`src/rtl/vga_timing.sv`:
```
// 640x480@60 VGA raster generator with a registered, mutually aligned DAC pin stage.
// Define VGA_CLK_DIV_EN when clk is 50 MHz; the pixel enable then runs at half rate.
module vga_timing #(
  parameter int H_ACTIVE = 640,
  parameter int H_FP     = 16,
  parameter int H_SYNC   = 96,
  parameter int H_BP     = 48,
  parameter int V_ACTIVE = 480,
  parameter int V_FP     = 10,
  parameter int V_SYNC   = 2,
  parameter int V_BP     = 33,
  parameter int CW       = 10
) (
  input  logic          clk,
  input  logic          reset,
  input  logic [7:0]    R_in,
  input  logic [7:0]    G_in,
  input  logic [7:0]    B_in,
  output logic [CW-1:0] h_counter,
  output logic [CW-1:0] v_counter,
  output logic [7:0]    VGA_R,
  output logic [7:0]    VGA_G,
  output logic [7:0]    VGA_B,
  output logic          VGA_HS,
  output logic          VGA_VS,
  output logic          VGA_BLANK_N,
  output logic          VGA_SYNC_N,
  output logic          VGA_CLK,
  output logic          frame_tick
);

  localparam int H_TOTAL = H_ACTIVE + H_FP + H_SYNC + H_BP;
  localparam int V_TOTAL = V_ACTIVE + V_FP + V_SYNC + V_BP;

  localparam logic [CW-1:0] H_LAST     = CW'(H_TOTAL - 1);
  localparam logic [CW-1:0] V_LAST     = CW'(V_TOTAL - 1);
  localparam logic [CW-1:0] H_VIS      = CW'(H_ACTIVE);
  localparam logic [CW-1:0] V_VIS      = CW'(V_ACTIVE);
  localparam logic [CW-1:0] HS_START   = CW'(H_ACTIVE + H_FP);
  localparam logic [CW-1:0] HS_END     = CW'(H_ACTIVE + H_FP + H_SYNC - 1);
  localparam logic [CW-1:0] VS_START   = CW'(V_ACTIVE + V_FP);
  localparam logic [CW-1:0] VS_END     = CW'(V_ACTIVE + V_FP + V_SYNC - 1);
  localparam logic [CW-1:0] ONE        = CW'(1);

  logic pe;

`ifdef VGA_CLK_DIV_EN
  logic phase_q;
  logic vga_clk_q;

  always_ff @(posedge clk) begin
    if (reset) begin
      phase_q   <= 1'b0;
      vga_clk_q <= 1'b0;
    end else begin
      phase_q   <= ~phase_q;
      vga_clk_q <= phase_q;
    end
  end

  assign pe      = phase_q;
  assign VGA_CLK = vga_clk_q;
`else
  assign pe      = 1'b1;
  assign VGA_CLK = ~clk;
`endif

  logic [CW-1:0] h_q, h_d;
  logic [CW-1:0] v_q, v_d;
  logic          active;
  logic          hs_c;
  logic          vs_c;
  logic          frame_end;

  always_comb begin
    h_d = h_q;
    v_d = v_q;
    if (pe) begin
      if (h_q == H_LAST) begin
        h_d = '0;
        v_d = (v_q == V_LAST) ? '0 : v_q + ONE;
      end else begin
        h_d = h_q + ONE;
      end
    end
  end

  assign active    = (h_q < H_VIS) && (v_q < V_VIS);
  assign hs_c      = !((h_q >= HS_START) && (h_q <= HS_END));
  assign vs_c      = !((v_q >= VS_START) && (v_q <= VS_END));
  assign frame_end = (h_q == H_LAST) && (v_q == V_LAST);

  logic       hs_q, vs_q, blank_n_q, frame_tick_q;
  logic [7:0] r_q, g_q, b_q;

  // Pixel pins capture the colour of the position the counters are leaving,
  // so sync, blank and RGB all lag the counters by the same single period.
  always_ff @(posedge clk) begin
    if (reset) begin
      h_q          <= '0;
      v_q          <= '0;
      hs_q         <= 1'b1;
      vs_q         <= 1'b1;
      blank_n_q    <= 1'b0;
      r_q          <= 8'h00;
      g_q          <= 8'h00;
      b_q          <= 8'h00;
      frame_tick_q <= 1'b0;
    end else begin
      h_q          <= h_d;
      v_q          <= v_d;
      frame_tick_q <= pe && frame_end;
      if (pe) begin
        hs_q      <= hs_c;
        vs_q      <= vs_c;
        blank_n_q <= active;
        r_q       <= active ? R_in : 8'h00;
        g_q       <= active ? G_in : 8'h00;
        b_q       <= active ? B_in : 8'h00;
      end
    end
  end

  assign h_counter   = h_q;
  assign v_counter   = v_q;
  assign VGA_R       = r_q;
  assign VGA_G       = g_q;
  assign VGA_B       = b_q;
  assign VGA_HS      = hs_q;
  assign VGA_VS      = vs_q;
  assign VGA_BLANK_N = blank_n_q;
  assign VGA_SYNC_N  = 1'b0;
  assign frame_tick  = frame_tick_q;

endmodule

```
`config.mk`:
```
export PLATFORM = sky130hd
export DESIGN_NAME = vga_timing
export DESIGN_NICKNAME = d
export VERILOG_FILES = /design/src/rtl/vga_timing.sv
export SDC_FILE = /design/constraint.sdc
export NUM_CORES = 1
export LEC_CHECK = 0
export BUFFER_PORTS_ARGS = -buffer_cell sky130_fd_sc_hd__buf_4
export CORE_ASPECT_RATIO = 1.5
export CORE_MARGIN = 2
export CORE_UTILIZATION = 42
export DETAILED_ROUTE_END_ITERATION = 6
export PLACE_DENSITY = 0.74
export RECOVER_POWER = 25
export SLEW_MARGIN = 10
export SYNTH_ARGS = -nofsm -noshare
export SYNTH_HDL_FRONTEND = slang
export SYNTH_SLANG_ARGS = --single-unit
```
`constraint.sdc`:
```
create_clock -name clk -period 1.9 [get_ports clk]
set_input_delay 0.19 -clock clk [delete_from_list [all_inputs] [get_ports clk]]
set_output_delay 0.19 -clock clk [all_outputs]
set_load 0.1 [all_outputs]
```
==> results.yml <==
worst_setup_path:
  arrival_ps: 1990
  worstPathMaxFanout: 7
  ff2ff_path_depth: 5
  crit_buf_inv: 1
  critical-path-top-delay-family: "simple AND/OR/NAND/NOR gates"
  r2r_start: "h_counter[6]"
  crit_type: "flip-flop to flip-flop"
  slowest_stage: "or4b_1"
  worstSetupEndpointType: "flip-flop"
  r2r_slack_ps: 100
  critPathLaunchType: "flip-flop"
  path_cells: "or4b_1 > buf_4 > nor4_4 > mux2i_1 > nor3_2"
  crit_required_ps: 2090
  cpPeakStageDelay_ps: 530
  r2r-end: "v_counter[7]"
detailed_routing:
  drt_iter0_markers: 20
  dr.pass1.iters: 5
  wl_per_cell_um: 12.8
  vias: 1487
  routed_wl_um: 3870
  drcViolationCount: 0
  viasPerCell: 4.94
  ant_nets: 0
clock_network:
  clk_latency_ps: 300
  clockBufferDepth: 2
  cts_root_buf: "clkbuf_8"
  post_cts_buffers: 0
  cts_resized: 0
  cts_hold_buffers: 0
  cts_tree: "yes"
  cts_buffers: 5
  cts.clk_slew.worst_paths_ps: 90
  htree_levels: 2
power:
  p_comb_share_pct: 16.7
  finalPower_w: 0.00226
  switching_power_w: 0.000814
  p_clk_share_pct: 36.9
  seq_power_share_pct: 46.4
  swShare_pct: 36.1
  intPower_w: 0.00144
  total_leakage_power_nw: 1.08
  power_density_mw_per_mm2: 919
  ir_drop_mv: 0.747
final_layout:
  fillCellCount: 371
  area_growth_pct: 38.6
  drive_gt1_share_pct: 41.8
  post-route-util_pct: 61.5
  nNetsFinal: 285
  fin_area_mm2: 0.00246
  antenna_cells: 0
floorplan:
  die_x_um: 57.0
  coreArea_mm2: 0.00399
  io_pins: 76
  rows: 28
  start_util_pct: 44.4
  dieArea_mm2: 0.00476
  die-height_um: 83.5
global_routing:
  grt_start_max_net_pins: 26
  grt_usage_pct: 16.2
  grt_pass1_vias: 1384
  antenna_found_initial: 0
  grt_pass1_wl_um: 6090
  overflow: 0
timing:
  final_max_slew_viol_count: 0
  worst_pin_slew_ps: 550
  finalCritPeriodShare_pct: 94.5
  hold_viol: 0
  hold_ws_ps: 84.5
  min_period_ps: 1800
  setup_viol: 0
  rsz0062_at_grt: "no"
  fmaxAchievable_ghz: 0.557
  clock_skew_ps: 7.15
  slew_headroom_pct: 63.5
  fin_ws_ps: 104
yosys:
  yosysSeqAreaShare_pct: 54.2
  synthesis.nets: 207
  ys_warn_count: 0
  synth_edf_count: 0
  synth_flop_cell: "dfxtp_1"
  async_flop_share_pct: 0
  syn_inst: 177
  synth_area_mm2: 0.00177
  synth.distinct_cells: 32
  syn_area_per_cell_um2: 10.0
  ys_ff_latch: 48
min_path:
  holdCritPathClass: "primary input to flip-flop"
  holdPathEnd: "VGA_G[6]"
  worstHoldPathCells: 2
  min_from: "G_in[6]"
placement:
  port-buffer-count: 74
  gpl.final_weighted_congestion: 0.810
  place_area_mm2: 0.00242
  dp_hpwl_um: 2890
  post-place-ws_ps: 115
job:
  drv_cap: 0
status:
  status: "complete, no violations"
per-stage QoR:
stage          instances  TNS [ps]
6_report             301         0
5_1_grt              301         0
4_1_cts              301         0
3_5_place_dp         293         0
3_3_place_gp         293         0
2_1_floorplan        177      -699
final cells by class:
| type | count | area (um2) | share of cell area (%) |
|---|---|---|---|
| sequential | 48 | 998 | 40.7 |
| multi-input combinational | 114 | 754 | 30.7 |
| inverter | 8 | 30.0 | 1.22 |
| clock inverter | 1 | 3.75 | 0.153 |
| tap | 45 | 56.3 | 2.29 |
| clock buffer | 9 | 97.6 | 3.97 |
| timing repair buffer | 76 | 515 | 21.0 |
cells by family (layout without fill, tap and decap cells):
group | after synthesis | in the layout | share of synthesized area [%]
AO/OA/AOI/OAI | 7 | 7 | 2.97
multiplexers | 2 | 2 | 1.13
other | 1 | 1 | 0.212
XOR/XNOR | 14 | 14 | 6.92
buffers and inverters | 15 | 94 | 3.53
AND/OR/NAND/NOR | 86 | 86 | 28.2
adder cells (fa/ha/maj) | 4 | 4 | 2.82
flip-flops | 48 | 48 | 54.2
sequential cells by signal, summed over array words and instances (netlist names):
| name | count |
|---|---|
| VGA_VS | 1 |
| h_counter | 10 |
| v_counter | 10 |
| VGA_R | 8 |
| VGA_G | 8 |
| VGA_BLANK_N | 1 |
| VGA_B | 8 |
| VGA_HS | 1 |
| frame_tick | 1 |
worst max path at each step:
stage | from | endpoint | slack (ps) | cells after the start
2_1_floorplan | h_counter[4] | v_counter[9] | -60 | 6
3_3_place_gp | h_counter[6] | h_counter[8] | 150 | 4
3_5_place_dp | h_counter[6] | h_counter[9] | 120 | 4
4_1_cts | h_counter[6] | v_counter[7] | 90 | 5
5_1_grt | h_counter[6] | v_counter[7] | 6 | 5
6_report | h_counter[6] | v_counter[7] | 100 | 5
synth_stat cells (3+ instances only):
cell type	instances	area (um2)
nand2_1	7	26.3
nand4_1	3	18.8
and2_1	24	150
dfxtp_1	48	961
nor3_1	5	25.0
nand3_1	9	45.0
clkbuf_1	3	11.3
inv_1	9	33.8
xor2_1	6	52.6
ha_1	4	50.1
xnor2_1	8	70.1
nor2_1	18	67.6
nor4_1	6	37.5
worst reg2reg max path, stage by stage (launching register included):
cell     delay, ps
dfxtp_4        370
or4b_1         530
buf_4          180
nor4_4         270
mux2i_1        280
nor3_2          60
routing by layer:
| layer | global-route usage, % | routed length (um) | vias to the layer above |
|---|---|---|---|
| met2 | 27.6 | 1980 | 48 |
| li1 | - | - | 743 |
| met4 | 8.25 | 82 | 0 |
| met3 | 4.50 | 244 | 7 |
| met5 | 0 | 0 | - |
| met1 | 17.8 | 1560 | 689 |
placed cells by master, fill, tap and decap left out:
| cell type | count |
|---|---|
| o21ai_4 | 1 |
| nor3_1 | 5 |
| clkbuf_1 | 2 |
| nor4_4 | 1 |
| nor4b_1 | 1 |
| nand2_1 | 7 |
| and3_2 | 2 |
| nor3_2 | 1 |
| conb_1 | 1 |
| mux2i_1 | 2 |
| ha_1 | 4 |
| o21a_1 | 1 |
| xnor2_1 | 8 |
| clkbuf_8 | 6 |
| nor4_1 | 6 |
| o221ai_1 | 1 |
| xor2_1 | 6 |
| and3_1 | 2 |
| a21oi_1 | 2 |
| nand4_1 | 3 |
| buf_4 | 55 |
| nand3_1 | 9 |
| nand4b_1 | 1 |
| nor4b_2 | 1 |
| and4_1 | 2 |
| nor2_1 | 18 |
| o21ai_0 | 2 |
| dfxtp_1 | 30 |
| nor4bb_1 | 1 |
| or3_1 | 1 |
| and2_1 | 24 |
| clkbuf_2 | 22 |
| or4b_1 | 1 |
| dfxtp_2 | 12 |
| inv_1 | 9 |
| dfxtp_4 | 6 |
power by group through the flow:
stage	Combinational, W	Sequential [W]	Clock [W]
after floorplan	0.0000480	0.00132	0.000174
after global placement	0.000391	0.00107	0.000206
after detailed placement	0.000393	0.00107	0.000206
after CTS	0.000393	0.00105	0.000850
after global routing	0.000389	0.00105	0.000878
final	0.000377	0.00105	0.000832
No activity file was read; power rests on OpenSTA's default activity.
